--- src/rtl/pipeline_perf_monitor_pkg.sv ---
// Shared types and counter index map for pipeline_perf_monitor.
// Index order is shared by rd_sel, ovf and the counter bank.
package perf_pkg;

  typedef enum logic [1:0] {
    StIdle   = 2'd0,
    StWarmup = 2'd1,
    StRun    = 2'd2,
    StFrozen = 2'd3
  } perf_state_e;

  localparam int unsigned IDX_CYCLES  = 0;
  localparam int unsigned IDX_RETIRED = 1;
  localparam int unsigned IDX_STALLS  = 2;
  localparam int unsigned IDX_EVT0    = 3;

  // Total counters for a given number of generic event lines.
  function automatic int unsigned num_counters(input int unsigned num_evt);
    return num_evt + IDX_EVT0;
  endfunction

endpackage

--- src/rtl/pipeline_perf_monitor_counter.sv ---
// Single performance counter with synchronous clear and sticky overflow flag.
// PERF_SATURATE_EN: hold at all-ones on overflow instead of wrapping.
module perf_counter
  import perf_pkg::*;
#(
  parameter int unsigned CNT_W = 64
) (
  input  logic             clk,
  input  logic             rst_n,
  input  logic             en_i,
  input  logic             inc_i,
  input  logic             clr_i,
  output logic [CNT_W-1:0] cnt_next_o,
  output logic             ovf_o
);

  logic [CNT_W-1:0] cnt_q, cnt_d, cnt_upd;
  logic             ovf_q, ovf_d, ovf_upd;
  logic             at_max;

  assign at_max = &cnt_q;

  // cnt_upd is the incremented value ignoring clear; snapshots use it.
  always_comb begin
    cnt_upd = cnt_q;
    ovf_upd = ovf_q;
    if (en_i && inc_i) begin
      if (at_max) begin
        ovf_upd = 1'b1;
`ifdef PERF_SATURATE_EN
        cnt_upd = cnt_q;
`else
        cnt_upd = '0;
`endif
      end else begin
        cnt_upd = cnt_q + CNT_W'(1);
      end
    end
  end

  always_comb begin
    cnt_d = cnt_upd;
    ovf_d = ovf_upd;
    if (clr_i) begin
      cnt_d = '0;
      ovf_d = 1'b0;
    end
  end

  always_ff @(posedge clk or negedge rst_n) begin
    if (!rst_n) begin
      cnt_q <= '0;
      ovf_q <= 1'b0;
    end else begin
      cnt_q <= cnt_d;
      ovf_q <= ovf_d;
    end
  end

  assign cnt_next_o = cnt_upd;
  assign ovf_o      = ovf_q;

endmodule

--- src/rtl/pipeline_perf_monitor.sv ---
// Performance monitor: cycle/retire/stall/event counters, warm-up, run/freeze,
// snapshot into shadow registers. Optional macro PERF_SATURATE_EN (see perf_counter).
module pipeline_perf_monitor
  import perf_pkg::*;
#(
  parameter int unsigned  CNT_W      = 64,
  parameter int unsigned  NUM_EVT    = 4,
  parameter int unsigned  WARMUP_CYC = 0,
  localparam int unsigned SEL_W      = $clog2(NUM_EVT + 3)
) (
  input  logic               clk,
  input  logic               rst_n,
  input  logic               start,
  input  logic               stop,
  input  logic               clear,
  input  logic               retire,
  input  logic               stall,
  input  logic [NUM_EVT-1:0] evt,
  input  logic               snap_req,
  output logic               snap_ack,
  input  logic [SEL_W-1:0]   rd_sel,
  output logic [CNT_W-1:0]   rd_data,
  output logic [NUM_EVT+2:0] ovf,
  output logic [1:0]         state
);

  localparam int unsigned NumCnt = num_counters(NUM_EVT);

  perf_state_e state_q, state_d;
  logic [31:0] warm_q, warm_d;

  always_comb begin
    state_d = state_q;
    warm_d  = warm_q;
    if (clear) begin
      state_d = StIdle;
    end else if (stop) begin
      state_d = StFrozen;
    end else begin
      case (state_q)
        StIdle: begin
          if (start) begin
            state_d = (WARMUP_CYC > 0) ? StWarmup : StRun;
            warm_d  = '0;
          end
        end
        StWarmup: begin
          if (warm_q == 32'(WARMUP_CYC - 1)) begin
            state_d = StRun;
          end else begin
            warm_d = warm_q + 32'd1;
          end
        end
        StRun: ;
        StFrozen: begin
          if (start) begin
            state_d = StRun;
          end
        end
        default: state_d = StIdle;
      endcase
    end
  end

  always_ff @(posedge clk or negedge rst_n) begin
    if (!rst_n) begin
      state_q <= StIdle;
      warm_q  <= '0;
    end else begin
      state_q <= state_d;
      warm_q  <= warm_d;
    end
  end

  assign state = state_q;

  // Counter bank; bit order matches the rd_sel index map.
  logic             count_en;
  logic [NumCnt-1:0] inc_vec;
  logic [CNT_W-1:0] cnt_next [NumCnt];

  assign count_en = (state_q == StRun);
  assign inc_vec  = {evt, stall, retire, 1'b1};

  for (genvar g = 0; g < NumCnt; g++) begin : g_cnt
    perf_counter #(
      .CNT_W (CNT_W)
    ) u_cnt (
      .clk        (clk),
      .rst_n      (rst_n),
      .en_i       (count_en),
      .inc_i      (inc_vec[g]),
      .clr_i      (clear),
      .cnt_next_o (cnt_next[g]),
      .ovf_o      (ovf[g])
    );
  end

  // Four-phase handshake: ack simply follows req one cycle late, and a capture
  // fires only on the rising request seen while ack is still low.
  logic snap_ack_q, snap_ack_d;
  logic capture;

  assign capture    = snap_req && !snap_ack_q;
  assign snap_ack_d = snap_req;

  logic [CNT_W-1:0] shadow_q [NumCnt];

  always_ff @(posedge clk or negedge rst_n) begin
    if (!rst_n) begin
      snap_ack_q <= 1'b0;
      for (int i = 0; i < NumCnt; i++) begin
        shadow_q[i] <= '0;
      end
    end else begin
      snap_ack_q <= snap_ack_d;
      if (capture) begin
        for (int i = 0; i < NumCnt; i++) begin
          shadow_q[i] <= cnt_next[i];
        end
      end
    end
  end

  assign snap_ack = snap_ack_q;

  logic [CNT_W-1:0] rd_data_q, rd_data_d;

  always_comb begin
    rd_data_d = '0;
    for (int unsigned i = 0; i < NumCnt; i++) begin
      if (rd_sel == SEL_W'(i)) begin
        rd_data_d = shadow_q[i];
      end
    end
  end

  always_ff @(posedge clk or negedge rst_n) begin
    if (!rst_n) begin
      rd_data_q <= '0;
    end else begin
      rd_data_q <= rd_data_d;
    end
  end

  assign rd_data = rd_data_q;

endmodule
--- config.mk ---
export PLATFORM = sky130hd
export DESIGN_NAME = pipeline_perf_monitor
export DESIGN_NICKNAME = d
export VERILOG_FILES = /design/src/rtl/pipeline_perf_monitor_pkg.sv /design/src/rtl/pipeline_perf_monitor_counter.sv /design/src/rtl/pipeline_perf_monitor.sv
export SDC_FILE = /design/constraint.sdc
export NUM_CORES = 2
export LEC_CHECK = 0
export ABC_CLOCK_PERIOD_IN_PS = 2900
export BUFFER_PORTS_ARGS = -buffer_cell sky130_fd_sc_hd__buf_2
export CORE_MARGIN = 3
export CORE_UTILIZATION = 30
export CTS_CLUSTER_DIAMETER = 30
export DETAILED_ROUTE_END_ITERATION = 8
export PLACE_DENSITY = 0.56
export SKIP_LAST_GASP = 1
export SLEW_MARGIN = 20
export SYNTH_ARGS = -nofsm -noshare
export SYNTH_HDL_FRONTEND = slang
export SYNTH_SLANG_ARGS = --single-unit
--- constraint.sdc ---
create_clock -name clk -period 2.9 [get_ports clk]
set_clock_uncertainty 0.1 [all_clocks]
set_input_delay 0 -clock clk [delete_from_list [all_inputs] [get_ports clk]]
set_output_delay 0 -clock clk [all_outputs]
set_load 0.05 [all_outputs]
==> results.txt <==
run status: finished clean
Post-Syn Area: 46,500 sq um
ys async rst share: 100%
clock sinks: 1,002
vias post-DR: 37,800
antenna viol nets, final: 0
share of cells above drive strength 1: 15.3%
DP Wirelength: 115,000 um
CP Data Arrival Time: 3.34 ns
clock root cell: clkbuf_16
hold path cells: 5
fin worst setup slack: 0.142 ns
CP bufs+invs: 1
crit path cell chain: nand4_1, nor3_1, and4_2, buf_12, nand4b_1, xor2_1, o21ai_0
CP endpoint kind: register
clock power share: 62.5%
Via-to-Cell Ratio: 5.14
Yosys reg bits: 1,002
dominant cell by count in the synthesized netlist: dfrtp_1
H-tree levels: 4
Reg2Reg Setup Slack: 0.14 ns
Final Hold Viols: 0
Post-Route Utilization: 38.4%
largest net degree at the start of global routing: 142
period utilization: 95.1%
worst reg2reg path depth: 7
Psw: 9.76 mW
type of the worst min-delay path: primary input to register
RSZ-0062 raised after global routing: yes
slowest cell delay on critical path: 0.69 ns
ranking of synthesized cells by area: dfrtp_1, nand2_1, nor2_1, xnor2_1, xor2_1
Max VDD drop: 525 uV
cell family with the largest share of critical-path delay: simple AND/OR/NAND/NOR gates
sequential-to-total area share from yosys stat: 53.9%
Std-Cell Rows: 143
startpoint types: register
Commonest cells post-synth: dfrtp_1, nand2_1, nor2_1, o21ai_0, xnor2_1
die footprint: 160,000 sq um
CP startpoint: g_cnt[0].u_cnt.cnt_q[23]$_DFF_PN0_
pwr dens: 712 nW/um^2
Combinational Power Share: 3.5%
Slowest-stage cell, CP: nor3_1
core region area: 153,000 sq um
Sequential Power Share: 34.0%
number of global-route vias before repair: 37,200
initial antenna violation count: 9
Initial Util: 30.4%
max-cap violations: 0
cell taking the most area after synthesis: dfrtp_1
GRT Residual Overflow: 0
Switching Share: 23.3%
clock tree buffer depth: 3
pins over their slew limit: 0
total CTS buffers: 216
Post-synth EDFFs: 0
TNS Setup: 0 ns
Synth top area share: 53.9%
CTS tree: yes
clock insertion delay at the later pin of the skew report: 0.84 ns
CTS clock-pin slew for the worst setup and hold paths: 0.05 ns
Worst R2R Start: g_cnt[0].u_cnt.cnt_q[23]$_DFF_PN0_
Area Overhead vs Synth: 26.3%
Mapped Cells: 4,850
Die Span X: 400 um
peak fanout along the critical path: 10
first-pass GRT wire length: 239,000 um
Distinct cells, synth: 74
Pint: 32.1 mW
fillers: 15,100
Worst-Margin Slew: 1.25 ns
CP Class: register to register
FF-to-FF End: shadow_q[436]$_DFFE_PN0P_
worst setup path end: shadow_q[436]$_DFFE_PN0P_
Leak: 25.1 nW
Ports: 89
Max transition margin: 15.6%
DRC viols: 0
synth warn: 0
overall routing resource usage: 19.8%
Die Y: 400 um
predominant post-synthesis flop cell: dfrtp_1
worst slack at placement: 0.0338 ns
Final setup violation count: 0
Crit path depth: 7
mean post-synth cell area: 9.59 sq um
Syn Nets: 4,876
Fmax: 363 MHz
DRT Wirelength: 159,000 um
initial drt markers: 3,431
number of port buffers: 88
Final #Nets: 5,173
routability-driven placement congestion ratio: 0.955
Worst Path Required: 3.48 ns
total power: 41.8 mW
min Tclk post-route: 2.76 ns
Avg WL per Cell: 21.6 um
DRT Pass-1 Iters: 6
[worst min path at each step]
stage	from	end	slack [ns]
detailed placement	rst_n	g_cnt[0].u_cnt.cnt_q[50]$_DFF_PN0_	-0.07
global placement	rst_n	g_cnt[0].u_cnt.cnt_q[53]$_DFF_PN0_	-0.07
global route	evt[2]	g_cnt[5].u_cnt.cnt_q[2]$_DFF_PN0_	0.15
CTS	snap_req	shadow_q[192]$_DFFE_PN0P_	0.07
floorplan	rst_n	g_cnt[0].u_cnt.cnt_q[0]$_DFF_PN0_	-0.40
finish	snap_req	shadow_q[192]$_DFFE_PN0P_	0.11
[flip-flops by register name (all words and copies together), names as in the netlist]
name / flops
g_cnt.u_cnt.ovf_o: 7
rd_data: 64
g_cnt.u_cnt.cnt_q: 448
warm_q: 32
snap_ack: 1
state: 2
shadow_q: 448
[tightest hold or removal path: stages]
cell           delay, ns
dlygate4sd3_1       0.53
buf_2               0.15
nor2b_4             0.16
nor2_1              0.09
a21oi_1             0.04
[cell families (layout without fill, tap and decap cells)]
family	after synthesis	after routing	synth area share, %
other	0	4	0
AND/OR/NAND/NOR	2296	2296	23.4
buffers and inverters	309	791	3.02
XOR/XNOR	444	444	8.36
flip-flops	1002	1002	53.9
AO/OA/AOI/OAI	719	719	9.56
adder cells (fa/ha/maj)	11	11	0.296
multiplexers	69	69	1.49
[placed cells by master (no fill, tap or decap), drive strengths merged, types with 26 or more instances in the layout]
master / synthesis / layout
and3: 74 / 74
nor4: 104 / 104
a21oi: 53 / 53
nand2: 734 / 734
inv: 54 / 72
and4: 40 / 40
nor3: 113 / 113
buf: 75 / 315
bufinv: 0 / 34
o21ai: 401 / 401
xnor2: 226 / 226
o21a: 26 / 26
a221oi: 46 / 46
a22oi: 50 / 50
clkinv: 0 / 61
mux2i: 68 / 68
nor2: 718 / 718
o31ai: 69 / 69
nand4: 187 / 187
clkbuf: 180 / 266
nand3: 204 / 204
xor2: 218 / 218
dfrtp: 1002 / 1002
[timing repair]
action | in CTS | in global routing
setup endpoints to repair | 0 | 108
endpoints found under the hold margin | 1536 | 0
buffers inserted | 0 | 2
hold buffers | 19 | 0
resized for setup | 0 | 22
[metal layers]
metal / vias up / track usage [%] / part of all wire [%]
met1: 18800 / 27.5 / 44
met3: 270 / 4.95 / 8.1
li1: 17500 / - / -
met4: 2 / 7.92 / 3.6
met5: - / 0 / 0.0082
met2: 1266 / 29.4 / 44
[per-stage QoR]
stage                     instance area, sq um  instances  hold WS (ns)
after floorplan                          46500       4850        -0.396
after global placement                   50500       6938       -0.0687
after detailed placement                 50500       6938       -0.0667
after CTS                                58600       7360        0.0681
after global routing                     58700       7363         0.149
final                                    58700       7366         0.110
[cell type report]
type | instances | area (sq um) | share of cell area, %
antenna | 4 | 10.0 | 0.0170
clock buffer | 265 | 5910 | 10.1
clock inverter | 138 | 1990 | 3.39
inverter | 54 | 203 | 0.345
multi-input combinational | 3539 | 20200 | 34.4
sequential | 1002 | 25100 | 42.7
tap | 2030 | 2540 | 4.33
timing repair buffer | 334 | 2800 | 4.77
[power by group through the flow]
| stage | registers (mW) | clock network (mW) | logic (mW) |
|---|---|---|---|
| 2_1_floorplan | 14.5 | 0 | 0.579 |
| 3_3_place_gp | 14.4 | 0 | 1.42 |
| 6_report | 14.2 | 26.1 | 1.45 |
| 5_1_grt | 14.2 | 27.2 | 1.59 |
| 3_5_place_dp | 14.4 | 0 | 1.43 |
| 4_1_cts | 14.2 | 26.5 | 1.47 |
Note: power is estimated with default switching activity, not from simulation.
